--- config.mk ---
export PLATFORM = sky130hd
export DESIGN_NAME = store_merge_unit
export DESIGN_NICKNAME = d
export VERILOG_FILES = /design/src/rtl/store_merge_unit.sv
export SDC_FILE = /design/constraint.sdc
export NUM_CORES = 1
export LEC_CHECK = 0
export ABC_AREA = 1
export ABC_CLOCK_PERIOD_IN_PS = 3600
export BUFFER_PORTS_ARGS = -buffer_cell sky130_fd_sc_hd__buf_2
export CAP_MARGIN = 30
export CELL_PAD_IN_SITES_DETAIL_PLACEMENT = 1
export CELL_PAD_IN_SITES_GLOBAL_PLACEMENT = 2
export CORE_MARGIN = 10
export CORE_UTILIZATION = 27
export CTS_BUF_LIST = sky130_fd_sc_hd__clkbuf_4 sky130_fd_sc_hd__clkbuf_8
export DETAILED_ROUTE_END_ITERATION = 6
export PLACE_DENSITY = 0.85
export SYNTH_ARGS = -nofsm -noshare
export SYNTH_HDL_FRONTEND = slang
export SYNTH_SLANG_ARGS = --single-unit
--- constraint.sdc ---
create_clock -name clk -period 3.6 [get_ports clk]
set_clock_uncertainty 0.2 [all_clocks]
set_input_delay 0.72 -clock clk [delete_from_list [all_inputs] [get_ports clk]]
set_output_delay 0.72 -clock clk [all_outputs]
set_load 0.005 [all_outputs]
--- src/rtl/store_merge_unit.sv ---
// Store merge unit: turns SB/SH/SW requests into whole-word writes on a memory
// without byte enables. Partial stores read the word, merge the new bytes into
// their big-endian lane(s) and write the word back; SW writes straight through.
// Misaligned or illegal requests are answered with a one-cycle error pulse.
module store_merge_unit #(
    parameter int ADDR_W = 32
) (
    input  logic              clk,
    input  logic              rst_n,
    input  logic              req_valid,
    output logic              req_ready,
    input  logic [5:0]        opcode,
    input  logic [ADDR_W-1:0] addr,
    input  logic [31:0]       store_data,
    output logic [ADDR_W-3:0] mem_addr,
    output logic              mem_re,
    input  logic              mem_rvalid,
    input  logic [31:0]       mem_rdata,
    output logic              mem_we,
    output logic [31:0]       mem_wdata,
    input  logic              mem_ack,
    output logic              done,
    output logic              misalign,
    output logic [3:0]        wmask
);

    // Store opcodes (MIPS encoding, same values as the shared opcode header)
    localparam logic [5:0] OP_SB = 6'b101000;
    localparam logic [5:0] OP_SH = 6'b101001;
    localparam logic [5:0] OP_SW = 6'b101011;

    localparam logic [2:0] IDLE  = 3'd0;
    localparam logic [2:0] READ  = 3'd1;
    localparam logic [2:0] WAIT  = 3'd2;
    localparam logic [2:0] WRITE = 3'd3;
    localparam logic [2:0] DONE  = 3'd4;
    localparam logic [2:0] ERR   = 3'd5;

    logic [2:0]        state_q;
    logic [ADDR_W-3:0] waddr_q;
    logic [1:0]        off_q;
    logic              half_q;
    logic [15:0]       sdata_q;
    logic [31:0]       wdata_q;
    logic [3:0]        wmask_q;

    logic              req_ok;
    logic [31:0]       merged;
    logic [3:0]        lanes;

    // Alignment/legality of the request presented on the inputs
    always_comb begin
        req_ok = 1'b0;
        if (opcode == OP_SB) begin
            req_ok = 1'b1;
        end else if (opcode == OP_SH) begin
            req_ok = ~addr[0];
        end else if (opcode == OP_SW) begin
            req_ok = (addr[1:0] == 2'b00);
        end
    end

    // Merge the registered store bytes into the word returned by the read
    always_comb begin
        merged = mem_rdata;
        lanes  = 4'b0000;
        if (half_q) begin
            if (off_q[1]) begin
                merged[15:0] = sdata_q;
                lanes        = 4'b0011;
            end else begin
                merged[31:16] = sdata_q;
                lanes         = 4'b1100;
            end
        end else begin
            unique case (off_q)
                2'd0: begin merged[31:24] = sdata_q[7:0]; lanes = 4'b1000; end
                2'd1: begin merged[23:16] = sdata_q[7:0]; lanes = 4'b0100; end
                2'd2: begin merged[15:8]  = sdata_q[7:0]; lanes = 4'b0010; end
                2'd3: begin merged[7:0]   = sdata_q[7:0]; lanes = 4'b0001; end
            endcase
        end
    end

    // Transaction sequencing and registered request/write data
    always_ff @(posedge clk) begin
        if (!rst_n) begin
            state_q <= IDLE;
            waddr_q <= '0;
            off_q   <= 2'd0;
            half_q  <= 1'b0;
            sdata_q <= 16'h0;
            wdata_q <= 32'h0;
            wmask_q <= 4'h0;
        end else begin
            case (state_q)
                IDLE: begin
                    if (req_valid) begin
                        waddr_q <= addr[ADDR_W-1:2];
                        off_q   <= addr[1:0];
                        half_q  <= (opcode == OP_SH);
                        // only the low halfword can ever be merged
                        sdata_q <= store_data[15:0];
                        if (!req_ok) begin
                            state_q <= ERR;
                        end else if (opcode == OP_SW) begin
                            wdata_q <= store_data;
                            wmask_q <= 4'b1111;
                            state_q <= WRITE;
                        end else begin
                            state_q <= READ;
                        end
                    end
                end
                READ: state_q <= WAIT;
                WAIT: begin
                    if (mem_rvalid) begin
                        wdata_q <= merged;
                        wmask_q <= lanes;
                        state_q <= WRITE;
                    end
                end
                WRITE: begin
                    if (mem_ack) begin
                        state_q <= DONE;
                    end
                end
                DONE:    state_q <= IDLE;
                ERR:     state_q <= IDLE;
                default: state_q <= IDLE;
            endcase
        end
    end

    // Outputs are decoded from the registered state only
    always_comb begin
        req_ready = (state_q == IDLE);
        mem_re    = (state_q == READ);
        mem_we    = (state_q == WRITE);
        done      = (state_q == DONE) || (state_q == ERR);
        misalign  = (state_q == ERR);
        mem_addr  = waddr_q;
        mem_wdata = wdata_q;
        wmask     = wmask_q;
    end

endmodule

Yosys cells after proc, flatten, opt, wreduce, memory -nomap -nowiden
Index checks and enable logic that the tools add are counted.

Input bits: 107. Memory bits (writable): 0. Logic and storage cells: 61. Latch bits: 0. Register bits: 88. Memories: 0. Bits in read-only memories: 0.

Multiply operators: 0. Divide/modulo/power cells: 0. $add $sub $neg: 0. Bitwise gates (word level): 1. Magnitude comparators: 0. Eq/ne operators: 16. Mux-type cells: 29. Reductions and logical operators: 8. Shift operators: 0.

Operators with widths (count): 2-to-1 mux 32 bit (5); case mux 32 bit (2 select lines) (1); 2-to-1 mux 16 bit (2); 2-to-1 mux 8 bit (4); 2-to-1 mux 4 bit (6); equality test 6 bit, second input constant (3); case mux 4 bit (4 select lines) (1); 2-to-1 mux 3 bit (4); case mux 3 bit (4 select lines) (1); case mux 4 bit (2 select lines) (1); equality test 3 x 2 -> 1 bit, second input constant (2); equality test 3 bit, second input constant (2); != test 2 x 1 -> 1 bit, second input constant (3); AND reduction 5 bit (1); equality test 2 bit, second input constant (2); logical NOT 2 bit (2); != test 2 bit, second input constant (2); equality test 3 x 1 -> 1 bit, second input constant (1); logical NOT 3 bit (1); 2-to-1 mux 1 bit (3); AND reduction 3 bit (1); equality test 2 x 1 -> 1 bit, second input constant (1); 2-to-1 mux 2 bit (1); AND reduction 2 bit (1); 3 further kinds (3).

Depth between registers and ports, before layout
Word-level depth: 7. Mapped depth: 12. Mapped depth without buffers: 10.

Worst setup path after synthesis
No wires, ideal clock.

Kind: input to register. Start point: input port opcode[4]. End point: register wdata_q[11], in the netlist mem_wdata[11]. Data arrival time: 1.655 ns. Cell stages on the path: 10. Path buffers: 2. Required time: 3.289 ns. Path slack: 1.634 ns. Cell sequence: inv_1 -> nand2_1 -> nor2_2 -> nand3_1 -> nand2_1 -> nand2_4 -> buf_6 -> buf_8 -> nor2_1 -> nor2_1.

Longest elaborated chain between the ends: 6. Elaborated cells between the ends (all ways): 9. Those cells by class: eq/ne: 5; mux: 3; reduce/logical: 1.

RTL lines: start: declaration (RTL line 12) `input logic [5:0] opcode,`; equality test 6 bit (RTL line 58, 106); 2-to-1 mux 1 bit (RTL line 58) `end else if (opcode == OP_SW) begin`; 2-to-1 mux 1 bit (RTL line 56) `end else if (opcode == OP_SH) begin`; 2-to-1 mux 1 bit (RTL line 54) `if (opcode == OP_SB) begin`; != test 2 x 1 -> 1 bit (no source line); AND reduction 5 bit (no source line) (*); end signal: assignment (RTL line 107) `wdata_q <= store_data;`; end signal: assignment (RTL line 118) `wdata_q <= merged;`; end: declaration (RTL line 44) `logic [31:0] wdata_q;`.

Every way passes the cells marked *; elsewhere a longest branch is shown, timed or not. A chain may end at the register's enable or synchronous reset.

Final worst setup path
Start point: register state_q[2]. End point: output port req_ready.

Longest elaborated chain between the ends: 1.

RTL lines: start: declaration (RTL line 39) `logic [2:0] state_q;`; start signal: assignment (RTL line 88) `state_q <= IDLE;`; start signal: assignment (RTL line 105) `state_q <= ERR;`; start signal: assignment (RTL line 109) `state_q <= WRITE;`; logical NOT 3 bit (RTL line 137) `req_ready = (state_q == IDLE);`; end: declaration (RTL line 11) `output logic req_ready,`.

Every way passes these cells.

==> impl_metrics.env <==
export IMPL_cpPeakStageDelay_ns=0.39
export IMPL_reg2reg_slack_ns=1.41
export IMPL_fin_tns_setup_ns=0
export IMPL_antenna_found_initial=5
export IMPL_ys_warn_count=0
export IMPL_dpl_cell_count=1141
export IMPL_gr_usage_all_layers_pct=16.1
export IMPL_place_congestion=0.794
export IMPL_vias_per_cell=4.62
export IMPL_pin_count=178
export IMPL_syn_mean_instance_area_um2=6.18
export IMPL_htreeDepth=3
export IMPL_clk_pin_slew_ns=0.11
export IMPL_critPathSlowestCell="dfxtp_1"
export IMPL_yosys_area_top_type="dfxtp_1"
export IMPL_dpl_cell_area_mm2=0.00578
export IMPL_critPathKind="reg -> out"
export IMPL_clock_fmax_mhz=371
export IMPL_min_from="mem_addr[29]"
export IMPL_fill_cells=2377
export IMPL_status="completed"
export IMPL_power_total_mw=4.44
export IMPL_min_path_type="reg -> reg"
export IMPL_slew_headroom_pct=52.7
export IMPL_period_share_pct=74.8
export IMPL_critical_path_top_delay_family="buffers and inverters"
export IMPL_fin_cells=1161
export IMPL_cts_buffer_depth=2
export IMPL_worst_pin_slew_ns=0.707
export IMPL_setup_viol=0
export IMPL_cts_tree="built"
export IMPL_syn_nets=884
export IMPL_reg2reg_from="state_q[2]"
export IMPL_ff_latch_area_mm2=0.00176
export IMPL_ys_top_cells_by_area="dfxtp_1, nand2_1, nand3_1"
export IMPL_nNetsFinal=1034
export IMPL_min_period_ns=2.69
export IMPL_die_x_um=153
export IMPL_synthArstFlopShare_pct=0
export IMPL_post_cts_resized=0
export IMPL_hold_buffers=0
export IMPL_grt_pass1_vias=5580
export IMPL_dieArea_mm2=0.0235
export IMPL_seq_area_frac_synth_pct=36.7
export IMPL_vias=5362
export IMPL_crit_buf_inv=3
export IMPL_utilization_pct=34.6
export IMPL_multi_input_area_mm2=0.00248
export IMPL_rsz0062_at_grt="no"
export IMPL_critical_path_cell_chain="nor2_4 -> inv_1 -> nor2_2 -> buf_4 -> buf_2"
export IMPL_drt_iter0_markers=195
export IMPL_dp_hpwl_mm=14.6
export IMPL_synth_edff_count=0
export IMPL_grt_max_degree=43
export IMPL_fp_row_count=48
export IMPL_worst_setup_path_start_kind="register"
export IMPL_crit_fanout=37
export IMPL_numClockSinks=88
export IMPL_synthToLayoutAreaGrowth_pct=25.0
export IMPL_drt_met1_wl_mm=8.90
export IMPL_peakVddDrop_v=0.000321
export IMPL_portBuffers=177
export IMPL_synth_cell_area_mm2=0.00480
export IMPL_hold_end="mem_addr[29]"
export IMPL_wl_mm=19.6
export IMPL_yosys_register_bits=88
export IMPL_overflow=0
export IMPL_drc=0
export IMPL_power_per_cell_area_mw_per_mm2=740
export IMPL_ff2ff_path_depth=8
export IMPL_slew_violations=0
export IMPL_netlist_area_leader_share_pct=36.7
export IMPL_wl_met2_mm=8.80
export IMPL_ys_flop_type="dfxtp_1"
export IMPL_design_area_mm2=0.00600
export IMPL_crit_path_end_kind="output port"
export IMPL_routed_top_layer="met5"
export IMPL_grt_pass1_wl_mm=31.0
export IMPL_wl_per_cell_um=16.9
export IMPL_die_h_um=153
export IMPL_drtPass1Iterations=4
export IMPL_worstReg2RegEnd="half_q"
export IMPL_post_cts_setup_buffers=0
export IMPL_met3_wirelength_mm=1.69
export IMPL_power_leakage_nw=3.15
export IMPL_start_util_pct=27.7
export IMPL_drive_gt1_share_pct=25.2
export IMPL_min_path_cells=2
export IMPL_arrival_ns=1.77
export IMPL_cp_required_ns=2.68
export IMPL_ant_nets=0
export IMPL_synth_distinct_cells=27
export IMPL_netlist_instances=777
export IMPL_root_buffer="clkbuf_8"
export IMPL_finalHoldViolations=0
export IMPL_maxCapViolCount=0
export IMPL_coreArea_mm2=0.0174
export IMPL_clkLatencyLatePin_ns=0.39
export IMPL_cts_inserted_buffers=9
==> placed cells by master, fill, tap and decap left out, types with 9 or more instances in the layout <==
cell type / n
or2_2: 14
buf_2: 177
buf_4: 9
a21oi_1: 66
nand3_1: 102
dfxtp_1: 88
o21ai_0: 23
nor2_1: 102
clkbuf_8: 9
inv_1: 74
nand2_1: 232
==> worst min-delay path, stage by stage, from the launching register on <==
cell,delay [ns]
dfxtp_1,0.32
nand2_1,0.06
a21oi_1,0.05
==> area by class of cell <==
type | instances | share of cell area [%]
multi-input combinational | 564 | 41.3
clock inverter | 7 | 1.42
tap | 225 | 4.69
sequential | 88 | 29.4
clock buffer | 9 | 2.06
antenna | 4 | 0.167
timing repair buffer | 187 | 16.2
inverter | 77 | 4.82
==> cell usage after synthesis (2+ instances only) <==
cell type,number
nand2_1,233
nor2_1,103
nand3_1,102
dfxtp_1,88
inv_1,74
a21oi_1,66
o21ai_0,23
buf_2,15
clkbuf_1,14
or2_2,14
buf_4,10
o21ai_1,7
nand2_2,6
buf_6,4
buf_1,3
inv_2,2
nand3_2,2
nor3_1,2
==> power by group <==
part           switching (mW)  internal, mW  total [mW]
logic                    1.39         0.755        2.14
clock network           0.446         0.336       0.782
registers               0.200          1.31        1.51
total                    2.04          2.40        4.44
==> per-stage QoR <==
step	worst slack, ns	hold WS, ns
detailed placement	1.01	0.249
global route	0.753	0.282
CTS	0.861	0.266
finish	0.907	0.264
floorplan	1.63	0.239
global placement	1.09	0.246
==> kinds of logic (layout without fill, tap and decap cells) <==
family | after synthesis | after routing | synth area share [%]
and+or+nand+nor | 466 | 466 | 41.0
buffers and inverters | 125 | 280 | 11.8
AOI/OAI and AO/OA | 98 | 98 | 10.5
other | 0 | 4 | 0
DFF | 88 | 88 | 36.7
==> registers in the layout, indices dropped and copies added (netlist names) <==
name / cells
mem_wdata: 32
mem_addr: 30
sdata_q: 16
wmask: 4
state_q: 3
off_q: 2
half_q: 1
==> routing by layer <==
metal	GRT usage (%)	up-vias
met5	0	-
met4	3.82	4
met3	6.34	24
met2	25.7	147
met1	20.0	2456
li1	-	2731
==> worst max path at each step <==
stage | startpoint | to | cells past startpoint
2_1_floorplan | opcode[4] | mem_wdata[11] | 10
3_3_place_gp | req_valid | mem_wdata[18] | 9
3_5_place_dp | req_valid | mem_wdata[10] | 9
4_1_cts | state_q[2] | req_ready | 5
5_1_grt | state_q[2] | req_ready | 5
6_report | state_q[2] | req_ready | 5
Power figures use the tool's default switching activity.
